[src/rtl/clkdiv_pkg.sv]
// clkdiv_pkg: shared constants and helpers for the clock-enable divider bank.
// Optional feature macro used by this slice: CLKDIV_SQUARE_EN (square outputs).
package clkdiv_pkg;

  // Smallest usable divisor; a programmed 0 is promoted to this value.
  localparam int DIV_MIN = 1;

  // Widest divisor the normalise helper carries; CNT_W must not exceed it.
  localparam int DIV_MAX_W = 32;

  // Channel-select width: max(1, clog2(num_ch)) so a single channel still
  // gets a one-bit select port.
  function automatic int ch_width(input int num_ch);
    return (num_ch > 1) ? $clog2(num_ch) : 1;
  endfunction

  // Effective divisor: 0 behaves as DIV_MIN, anything else passes through.
  function automatic logic [DIV_MAX_W-1:0] div_norm(input logic [DIV_MAX_W-1:0] div);
    return (div == '0) ? DIV_MAX_W'(DIV_MIN) : div;
  endfunction

endpackage

[src/rtl/clkdiv_chan.sv]
// clkdiv_chan: one divider channel of clk_div_bank.
// Holds the period counter, the active and shadow divisors, the pending flag,
// the registered tick strobe and (with CLKDIV_SQUARE_EN) the square-wave flop.
// Divisor writes land in the shadow and only move to the active divisor at a
// period boundary or on a sync restart, so a running period is never cut short.
module clkdiv_chan
  import clkdiv_pkg::*;
#(
  parameter int CNT_W       = 16,
  parameter int DEFAULT_DIV = 2
) (
  input  logic             clk,
  input  logic             clr_n,
  input  logic             en,
  input  logic             sync,
  input  logic             wr,
  input  logic [CNT_W-1:0] wr_val,
  output logic             tick,
  output logic             clk_out,
  output logic             pend
);

  logic [CNT_W-1:0] cnt_q,   cnt_d;
  logic [CNT_W-1:0] div_a_q, div_a_d;
  logic [CNT_W-1:0] div_s_q, div_s_d;
  logic             pend_q,  pend_d;
  logic             tick_q,  tick_d;

  logic [CNT_W-1:0] n_eff;
  logic             at_wrap;
  logic             wrap_fire;

  // Effective divisor of the active setting and the last count of its period.
  always_comb begin
    n_eff   = CNT_W'(div_norm(DIV_MAX_W'(div_a_q)));
    at_wrap = (cnt_q == (n_eff - CNT_W'(1)));
  end

  // A boundary only happens on an enabled, non-restart cycle.
  assign wrap_fire = en && !sync && at_wrap;

  // Next-state logic: sync restart wins over run/freeze; a write that lands on
  // the same edge as a boundary is kept pending because the boundary consumes
  // the shadow value that was there before the write.
  always_comb begin
    cnt_d   = cnt_q;
    div_a_d = div_a_q;
    div_s_d = div_s_q;
    pend_d  = pend_q;
    tick_d  = 1'b0;
    if (sync) begin
      cnt_d = '0;
      if (wr) begin
        div_a_d = wr_val;
        div_s_d = wr_val;
        pend_d  = 1'b0;
      end else if (pend_q) begin
        div_a_d = div_s_q;
        pend_d  = 1'b0;
      end
    end else begin
      if (en) begin
        if (at_wrap) begin
          cnt_d  = '0;
          tick_d = 1'b1;
          if (pend_q) begin
            div_a_d = div_s_q;
            pend_d  = 1'b0;
          end
        end else begin
          cnt_d = cnt_q + CNT_W'(1);
        end
      end
      if (wr) begin
        div_s_d = wr_val;
        pend_d  = 1'b1;
      end
    end
  end

  // Channel state registers, cleared straight away by the async reset.
  always_ff @(posedge clk or negedge clr_n) begin
    if (!clr_n) begin
      cnt_q   <= '0;
      div_a_q <= CNT_W'(DEFAULT_DIV);
      div_s_q <= CNT_W'(DEFAULT_DIV);
      pend_q  <= 1'b0;
      tick_q  <= 1'b0;
    end else begin
      cnt_q   <= cnt_d;
      div_a_q <= div_a_d;
      div_s_q <= div_s_d;
      pend_q  <= pend_d;
      tick_q  <= tick_d;
    end
  end

  assign tick = tick_q;
  assign pend = pend_q;

`ifdef CLKDIV_SQUARE_EN
  logic sq_q, sq_d;

  // Square output flips on every boundary and restarts low on sync.
  always_comb begin
    sq_d = sq_q;
    if (sync) begin
      sq_d = 1'b0;
    end else if (wrap_fire) begin
      sq_d = ~sq_q;
    end
  end

  // Square-wave toggle flop.
  always_ff @(posedge clk or negedge clr_n) begin
    if (!clr_n) begin
      sq_q <= 1'b0;
    end else begin
      sq_q <= sq_d;
    end
  end

  assign clk_out = sq_q;
`else
  logic unused_wrap;
  assign unused_wrap = wrap_fire;
  assign clk_out     = 1'b0;
`endif

endmodule

[src/rtl/clk_div_bank.sv]
// clk_div_bank: multi-channel clock-enable generator for the 100 MHz system
// clock (pixel tick, frame tick, animation and physics ticks).
// Each channel divides by its own runtime divisor and produces a one-cycle
// tick plus an optional 50% square output (enabled by CLKDIV_SQUARE_EN;
// without it clk_out is tied low).
// Writes aimed at a channel index past NUM_CH-1 are dropped.
module clk_div_bank
  import clkdiv_pkg::*;
#(
  parameter  int NUM_CH      = 4,
  parameter  int CNT_W       = 16,
  parameter  int DEFAULT_DIV = 2,
  localparam int CH_W        = ch_width(NUM_CH)
) (
  input  logic              clk,
  input  logic              clr_n,
  input  logic              en,
  input  logic              sync,
  input  logic              div_wr,
  input  logic [CH_W-1:0]   div_ch,
  input  logic [CNT_W-1:0]  div_val,
  output logic [NUM_CH-1:0] tick,
  output logic [NUM_CH-1:0] clk_out,
  output logic [NUM_CH-1:0] pend
);

  logic [NUM_CH-1:0] wr_sel;

  // Write-address decode: one-hot strobe for the addressed channel only.
  always_comb begin
    wr_sel = '0;
    for (int k = 0; k < NUM_CH; k++) begin
      wr_sel[k] = div_wr && (int'(div_ch) == k);
    end
  end

  for (genvar k = 0; k < NUM_CH; k++) begin : g_chan
    clkdiv_chan #(
      .CNT_W       (CNT_W),
      .DEFAULT_DIV (DEFAULT_DIV)
    ) u_chan (
      .clk     (clk),
      .clr_n   (clr_n),
      .en      (en),
      .sync    (sync),
      .wr      (wr_sel[k]),
      .wr_val  (div_val),
      .tick    (tick[k]),
      .clk_out (clk_out[k]),
      .pend    (pend[k])
    );
  end

endmodule

[config.mk]
export PLATFORM = sky130hd
export DESIGN_NAME = clk_div_bank
export DESIGN_NICKNAME = d
export VERILOG_FILES = /design/src/rtl/clkdiv_pkg.sv /design/src/rtl/clkdiv_chan.sv /design/src/rtl/clk_div_bank.sv
export SDC_FILE = /design/constraint.sdc
export NUM_CORES = 1
export LEC_CHECK = 0
export BUFFER_PORTS_ARGS = -buffer_cell sky130_fd_sc_hd__buf_4
export CAP_MARGIN = 20
export CELL_PAD_IN_SITES_DETAIL_PLACEMENT = 1
export CELL_PAD_IN_SITES_GLOBAL_PLACEMENT = 2
export CORE_MARGIN = 1.5
export CORE_UTILIZATION = 28
export DETAILED_ROUTE_END_ITERATION = 6
export PLACE_DENSITY = 0.6
export SYNTH_ARGS = -nofsm -noshare
export SYNTH_HDL_FRONTEND = slang
export SYNTH_SLANG_ARGS = --single-unit
[constraint.sdc]
create_clock -name clk -period 3.8 [get_ports clk]
set_input_delay 0.38 -clock clk [delete_from_list [all_inputs] [get_ports clk]]
set_output_delay 0.38 -clock clk [all_outputs]
set_load 0.01 [all_outputs]
==> results of run 1 <==
## final cells by class
class	instances	share of cell area
well taps	539	0.0497
clock inverters	13	0.00738
repair buffers	102	0.0617
clock buffers	19	0.0319
inverters	28	0.00775
flip-flops and latches	200	0.370
multi-input cells	963	0.472
## placed cells by master (no fill, tap or decap), drive strengths merged, types with 10 or more instances in the layout
cell type  instances
dfrtp            192
nor2             131
nand2            128
buf              101
o21ai             98
xnor2             55
xor2              53
nand3             49
nand3b            39
inv               31
nand4             29
nor4              29
a31oi             26
nor3              26
a21oi             25
mux2              24
o2bb2ai           19
clkbuf            19
a32oi             18
a2bb2oi           18
o221ai            15
or4               14
nand2b            13
nor3b             12
nor2b             10
a21o              10
## state kept, by name (all words and copies together) (netlist names)
signal,cells
g_chan.u_chan.tick,4
g_chan.u_chan.pend,4
g_chan.u_chan.cnt_q,64
g_chan.u_chan.div_s_q,64
g_chan.u_chan.div_a_q,64
## cells by family (layout without fill, tap and decap cells)
family | count (synthesis) | after routing | synth area share
AO/OA/AOI/OAI | 285 | 285 | 0.173
XOR/XNOR | 108 | 108 | 0.0798
adder cells (fa/ha/maj) | 8 | 8 | 0.00844
buffers and inverters | 121 | 162 | 0.0478
flip-flops | 200 | 200 | 0.423
multiplexers | 33 | 33 | 0.0304
other | 1 | 4 | 0.000316
AND/OR/NAND/NOR | 525 | 525 | 0.237
## through the flow
stage | TNS (ns) | setup WS, ns | hold WS, ns
6_report | 0 | 0.298 | 0.176
2_1_floorplan | 0 | 0.236 | 0.0844
5_1_grt | -0.0263 | -0.0104 | 0.151
3_5_place_dp | 0 | 0.0342 | 0.448
4_1_cts | 0 | 0.0500 | 0.142
3_3_place_gp | 0 | 0.0719 | 0.446
## repair_timing
action / 4_1_cts / 5_1_grt
setup endpoints to repair: 3 / 118
hold endpoints to repair: 86 / 0
buffers inserted: 0 / 2
resized for setup: 1 / 17
hold buffers: 1 / 0
pin swaps: 0 / 2
## path summary, 6_finish.rpt
kind | endpoint | slack (ns)
setup / recovery | g_chan[2].u_chan.div_a_q[2]$_DFFE_PN0P_ | 0.30
hold / removal | g_chan[0].u_chan.div_s_q[5]$_DFFE_PN0P_ | 0.18
setup reg to reg | g_chan[2].u_chan.div_a_q[2]$_DFFE_PN0P_ | 0.30
hold reg to reg | g_chan[1].u_chan.div_s_q[1]$_DFFE_PN1P_ | 0.46
max in group asynchronous | g_chan[1].u_chan.div_s_q[1]$_DFFE_PN1P_ | 2.39
min in group asynchronous | g_chan[2].u_chan.cnt_q[2]$_DFFE_PN0P_ | 0.52
## power by group through the flow
stage	logic, uW	clock network [uW]	registers [uW]
2_1_floorplan	1180	0	2700
3_3_place_gp	1800	0	2740
3_5_place_dp	1820	0	2750
4_1_cts	1840	1850	2710
5_1_grt	2080	1920	2760
6_report	1870	1760	2710
## routing by layer
| layer | wire [um] | GRT usage | vias to the layer above |
|---|---|---|---|
| met5 | 0 | 0 | - |
| met4 | 482 | 0.0527 | 0 |
| li1 | - | - | 4690 |
| met2 | 18400 | 0.299 | 72 |
| met1 | 19200 | 0.259 | 4891 |
| met3 | 949 | 0.0356 | 21 |
==> out/metrics.cfg, run 1 <==
[floorplan]
start_util = 0.283
placement_rows = 75
floorplan.die_area_um2 = 43600
coreArea_um2 = 41900
die_height_um = 209
die_w_um = 209
top_level_ports = 35

[placed_design]
gpl.final_weighted_congestion = 0.763
post-place-cells = 1828
detailed_place.area_um2 = 12900
place_hpwl_mm = 28.0
portBuffers = 30

[flow_run]
maxcap_viol_count = 0

[layout]
num-fill-cells = 4797
multiInputGateArea_um2 = 6400
syn_to_final_growth_pct = 14.4
seqCellArea_um2 = 5010
design_area_um2 = 13600
final_cell_count_no_fill = 1864
finish.utilization = 0.324
fin_nets = 1343
drive_above_1_share = 0.171
n_antenna_cell = 0

[synthesis]
synth_common_cells = sky130_fd_sc_hd__dfrtp_1, sky130_fd_sc_hd__nor2_1, sky130_fd_sc_hd__nand2_1, sky130_fd_sc_hd__o21ai_0, sky130_fd_sc_hd__clkbuf_1
synth-edff-count = 0
synth_ff_type = sky130_fd_sc_hd__dfrtp_1
ys_top_cells_by_area = sky130_fd_sc_hd__dfrtp_1, sky130_fd_sc_hd__nor2_1, sky130_fd_sc_hd__o21ai_0
yosys.cell_count.top_type = sky130_fd_sc_hd__dfrtp_1
ys_warn_count = 0
yosysSeqAreaShare = 0.423
postSynthRegisterBits = 200
yosysTopAreaCell = sky130_fd_sc_hd__dfrtp_1
synthesis.area_per_instance_um2 = 9.25
netlist.area_leader.share = 0.405
asyncSetResetFlopFracSynth = 1.00
synth_cells = 1281
post_synth_instance_area_um2 = 11900
ys_types = 88

[timing]
worst-slew-pin-transition_ns = 1.06
relSlewSlack = 0.288
report.final.slew_viol_count = 0
finalHoldViolations = 0
timing.clock.skew_ns = 0.0107
setup_violations = 0
share_of_the_clock_period_used_by_the_worst_path = 0.922
max_freq_mhz = 286
tmin_final_ns = 3.50

[cts]
cts-root-buf = sky130_fd_sc_hd__clkbuf_16
cts.path.max_buffers = 2
clock_sinks = 200
clk_pin_slew_worst_paths_ns = 0.08
cts-buffers-inserted = 17
htree_levels = 4
cts_tree = yes
worstSkewPairLatency_ns = 0.49

[worst_setup_path]
critical-path-slowest-cell = sky130_fd_sc_hd__or4_4
critical_path.endpoint_type = flop
path_max_fanout = 12
crit_path_kind = reg -> reg
rr_worst_depth = 12
cp_num_cells = 12
cp.required_ns = 4.21
critical-path-top-delay-family = compound AO/OA/AOI/OAI gates
setup.worst_path.start_class = flop
cp_num_buf_inv = 1
timing.rr.start = g_chan[2].u_chan.div_a_q[5]$_DFFE_PN0P_
crit_path_start = g_chan[2].u_chan.div_a_q[5]$_DFFE_PN0P_
cp_data_arrival_time_ns = 3.92
cp_slowest_stage_delay_ns = 0.57
crit_path_cell_trace = or4_4 > nor4_4 > a21oi_1 > ha_2 > xnor2_1 > a311oi_2 > o211ai_1 > a2111oi_4 > nand4_2 > o211ai_4 > buf_6 > a2bb2oi_1

[power]
p_total_uw = 6340
seqPwrFrac = 0.427
clock_power_share = 0.278
powerDensity_nw_per_um2 = 468
switching_share_of_total_power = 0.352
p_switching_uw = 2230
total_leakage_power_uw = 0.00540
ir_worst_vdd_v = 0.000315
cellInternalPower_uw = 4110
power_frac_comb = 0.295

[routing]
drt-pass1-iter-count = 4
vias_per_cell = 5.19
avgRoutedWirePerCell_um = 20.9
routed_wire_length_mm = 39.0
remaining_drc_errors = 0
drtAntennaViolNets = 0
dr_total_vias = 9674
drt-initial-drc-count = 378

[run_status]
result_of_the_run = finished, final reports clean

[global_routing]
total_global_routing_overflow = 0
global_route.usage.total = 0.188
pin_count_of_the_biggest_net_entering_global_routing = 92
grt_antenna_before_repair = 0
first_global_vias = 10101
grt_first_pass_wirelength_mm = 62.1

[hold_path]
startpoint_of_the_tightest_hold_check_path = div_val[5]
worstHoldPathType = in -> reg
holdPathStages = 2

No activity file was read; power rests on OpenSTA's default activity.
==> inputs of run 2 (changes only) <==
--- a/config.mk
+++ b/config.mk
@@ -7,12 +7,12 @@
 export LEC_CHECK = 0
 export BUFFER_PORTS_ARGS = -buffer_cell sky130_fd_sc_hd__buf_4
 export CAP_MARGIN = 20
-export CELL_PAD_IN_SITES_DETAIL_PLACEMENT = 1
-export CELL_PAD_IN_SITES_GLOBAL_PLACEMENT = 2
+export CELL_PAD_IN_SITES_DETAIL_PLACEMENT = 0
+export CELL_PAD_IN_SITES_GLOBAL_PLACEMENT = 1
 export CORE_MARGIN = 1.5
 export CORE_UTILIZATION = 28
 export DETAILED_ROUTE_END_ITERATION = 6
-export PLACE_DENSITY = 0.6
+export PLACE_DENSITY = 0.52
 export SYNTH_ARGS = -nofsm -noshare
 export SYNTH_HDL_FRONTEND = slang
 export SYNTH_SLANG_ARGS = --single-unit
==> out/metrics.cfg, run 2 (synthesized netlist as in run 1, its figures left out) <==
[power]
powerDensity_nw_per_um2 = 472  ; was 468 nW/um^2
p_total_uw = 6450  ; was 6340 uW
ir_worst_vdd_v = 0.000305  ; was 0.000315 V
total_leakage_power_uw = 0.00544  ; was 0.00540 uW

[cts]
clk_pin_slew_worst_paths_ns = 0.08  ; about the same
clock_sinks = 200  ; unchanged
cts-buffers-inserted = 17  ; unchanged
htree_levels = 4  ; unchanged
post_cts.repair.setup_buffers = 0  ; unchanged
cts.path.max_buffers = 2  ; unchanged
cts_tree = yes  ; unchanged
worstSkewPairLatency_ns = 0.46  ; was 0.49 ns
cts-root-buf = sky130_fd_sc_hd__clkbuf_16  ; unchanged

[worst_setup_path]
cp_num_cells = 12  ; unchanged
cp_data_arrival_time_ns = 3.89  ; was 3.92 ns
timing.rr.start = g_chan[2].u_chan.div_a_q[14]$_DFFE_PN0P_  ; was g_chan[2].u_chan.div_a_q[5]$_DFFE_PN0P_
path_max_fanout = 12  ; unchanged
rr_worst_depth = 12  ; unchanged
crit_path_start = g_chan[2].u_chan.div_a_q[14]$_DFFE_PN0P_  ; was g_chan[2].u_chan.div_a_q[5]$_DFFE_PN0P_
critical-path-slowest-cell = sky130_fd_sc_hd__or4_4  ; unchanged
critical-path-top-delay-family = compound AO/OA/AOI/OAI gates  ; unchanged
crit_path_cell_trace = or4_4 > nor4_4 > a21oi_1 > ha_2 > xnor2_1 > a311oi_2 > o211ai_1 > a2111oi_4 > nand4_2 > o211ai_4 > buf_12 > a2bb2oi_1  ; was or4_4 > nor4_4 > a21oi_1 > ha_2 > xnor2_1 > a311oi_2 > o211ai_1 > a2111oi_4 > nand4_2 > o211ai_4 > buf_6 > a2bb2oi_1
cp_slowest_stage_delay_ns = 0.60  ; was 0.57 ns
ff2ff_setup_slack_ns = 0.28  ; was 0.30 ns
setup.worst_path.start_class = flop  ; unchanged
critical_path.endpoint_type = flop  ; unchanged
cp.required_ns = 4.17  ; was 4.21 ns
worstReg2RegEnd = g_chan[2].u_chan.div_a_q[6]$_DFFE_PN0P_  ; was g_chan[2].u_chan.div_a_q[2]$_DFFE_PN0P_
cp_num_buf_inv = 1  ; unchanged
crit_path_kind = reg -> reg  ; unchanged
crit_end = g_chan[2].u_chan.div_a_q[6]$_DFFE_PN0P_  ; was g_chan[2].u_chan.div_a_q[2]$_DFFE_PN0P_

[timing]
report.final.slew_viol_count = 0  ; unchanged
tmin_final_ns = 3.52  ; was 3.50 ns
hold_ws_ns = 0.202  ; was 0.176 ns
relSlewSlack = 0.345  ; was 0.288
setup_violations = 0  ; unchanged
final.setup.worst_slack_ns = 0.277  ; was 0.298 ns
worst-slew-pin-transition_ns = 0.980  ; was 1.06 ns
share_of_the_clock_period_used_by_the_worst_path = 0.927  ; was 0.922
timing.clock.skew_ns = 0.0159  ; was 0.0107 ns
max_freq_mhz = 284  ; was 286 MHz
finalHoldViolations = 0  ; unchanged

[floorplan]
top_level_ports = 35  ; unchanged
coreArea_um2 = 41900  ; unchanged
die_height_um = 209  ; unchanged
floorplan.die_area_um2 = 43600  ; unchanged
start_util = 0.283  ; unchanged
placement_rows = 75  ; unchanged
die_w_um = 209  ; unchanged

[layout]
layout.cells.most_common_list = sky130_fd_sc_hd__dfrtp_1, sky130_fd_sc_hd__nor2_1, sky130_fd_sc_hd__nand2_1, sky130_fd_sc_hd__o21ai_0, sky130_fd_sc_hd__buf_4  ; unchanged
design_area_um2 = 13700  ; was 13,600 um^2
syn_to_final_growth_pct = 15.2  ; was 14.4%
top_regs = g_chan.u_chan.cnt_q (64), g_chan.u_chan.div_a_q (64), g_chan.u_chan.div_s_q (64)  ; unchanged
num-fill-cells = 4384  ; was 4,797
multiInputGateArea_um2 = 6390  ; was 6400 um^2
seqCellArea_um2 = 5020  ; was 5010 um^2
fin_nets = 1347  ; was 1,343
layout.cells.most_common = sky130_fd_sc_hd__dfrtp_1  ; unchanged
drive_above_1_share = 0.175  ; was 0.171

[routing]
vias_per_cell = 5.15  ; was 5.19
drt-initial-drc-count = 542  ; was 378
drtAntennaViolNets = 0  ; unchanged
avgRoutedWirePerCell_um = 19.7  ; was 20.9 um
remaining_drc_errors = 0  ; unchanged
routed_wire_length_mm = 36.7  ; was 39.0 mm
drt-pass1-iter-count = 6  ; was 4
dr_total_vias = 9618  ; was 9,674

[placed_design]
detailed_place.area_um2 = 12900  ; about the same
portBuffers = 30  ; unchanged
gpl.final_weighted_congestion = 0.819  ; was 0.763
preCtsSetupSlack_ns = 0.0754  ; was 0.0342 ns
place_hpwl_mm = 26.2  ; was 28.0 mm

[global_routing]
grt_antenna_before_repair = 0  ; unchanged
first_global_vias = 9490  ; was 10.1k
grt_first_pass_wirelength_mm = 58.1  ; was 62.1 mm
total_global_routing_overflow = 0  ; unchanged
global_route.usage.total = 0.173  ; was 0.188
pin_count_of_the_biggest_net_entering_global_routing = 102  ; was 92

[hold_path]
worstHoldPathType = in -> reg  ; unchanged

[run_status]
result_of_the_run = finished, final reports clean  ; unchanged

[flow_run]
maxcap_viol_count = 0  ; unchanged

==> run 2: cell count changes in the layout (fill, tap and decap cells not counted), sizes merged <==
cell,delta
clkinv,-6
buf,+4
inv,+4
bufinv,+1
clkbuf,+1
diode,+1
==> run 2: repair_timing <==
action,CTS,global route
gates resized for setup,0,19
endpoints found under the hold margin,6,0
hold buffers,1,0
setup endpoints to repair,0,119
==> run 2: worst min-delay path, delay by kind of cell <==
family | cells | cell delay [ns]
buffers and inverters | 1 | 0.17
and+or+nand+nor | 2 | 0.12
==> run 2: area by class of cell <==
cell class / count / share of cell area
timing repair buffer: 106 / 0.0644
tap: 539 / 0.0494
clock buffer: 20 / 0.0327
clock inverter: 12 / 0.00981
antenna: 1 / 0.000183
multi-input combinational: 963 / 0.468
sequential: 200 / 0.367
inverter: 28 / 0.00770
==> run 2: power by group <==
group	leakage, uW	internal (uW)	switching [uW]
Combinational	0.00262	851	1020
Sequential	0.00253	2430	263
Clock	0.000285	951	930
==> run 2: worst min-delay path by stage <==
stage | from | cells past startpoint | end
global placement | g_chan[1].u_chan.div_s_q[1]$_DFFE_PN1P_ | 2 | g_chan[1].u_chan.div_s_q[1]$_DFFE_PN1P_
finish | div_val[1] | 3 | g_chan[1].u_chan.div_s_q[1]$_DFFE_PN1P_
CTS | div_val[1] | 3 | g_chan[1].u_chan.div_s_q[1]$_DFFE_PN1P_
floorplan | clr_n | 0 | g_chan[0].u_chan.cnt_q[0]$_DFFE_PN0P_
global route | div_val[0] | 2 | g_chan[0].u_chan.div_s_q[0]$_DFFE_PN0P_
detailed placement | g_chan[1].u_chan.div_s_q[1]$_DFFE_PN1P_ | 2 | g_chan[1].u_chan.div_s_q[1]$_DFFE_PN1P_
==> run 2: per-stage QoR <==
| stage | setup TNS, ns | util | instances |
|---|---|---|---|
| floorplan | 0 | - | 1284 |
| global placement | 0 | 0.309 | 1833 |
| detailed placement | 0 | 0.309 | 1833 |
| CTS | 0 | 0.323 | 1866 |
| global route | -0.0599 | 0.326 | 1868 |
| finish | 0 | 0.326 | 1869 |
==> run 2: routing by layer <==
| metal | track usage | part of all wire | vias up |
|---|---|---|---|
| met1 | 0.244 | 0.49 | 4739 |
| met5 | 0 | 0 | - |
| li1 | - | - | 4709 |
| met2 | 0.276 | 0.46 | 143 |
| met3 | 0.0281 | 0.032 | 27 |
| met4 | 0.0442 | 0.017 | 0 |
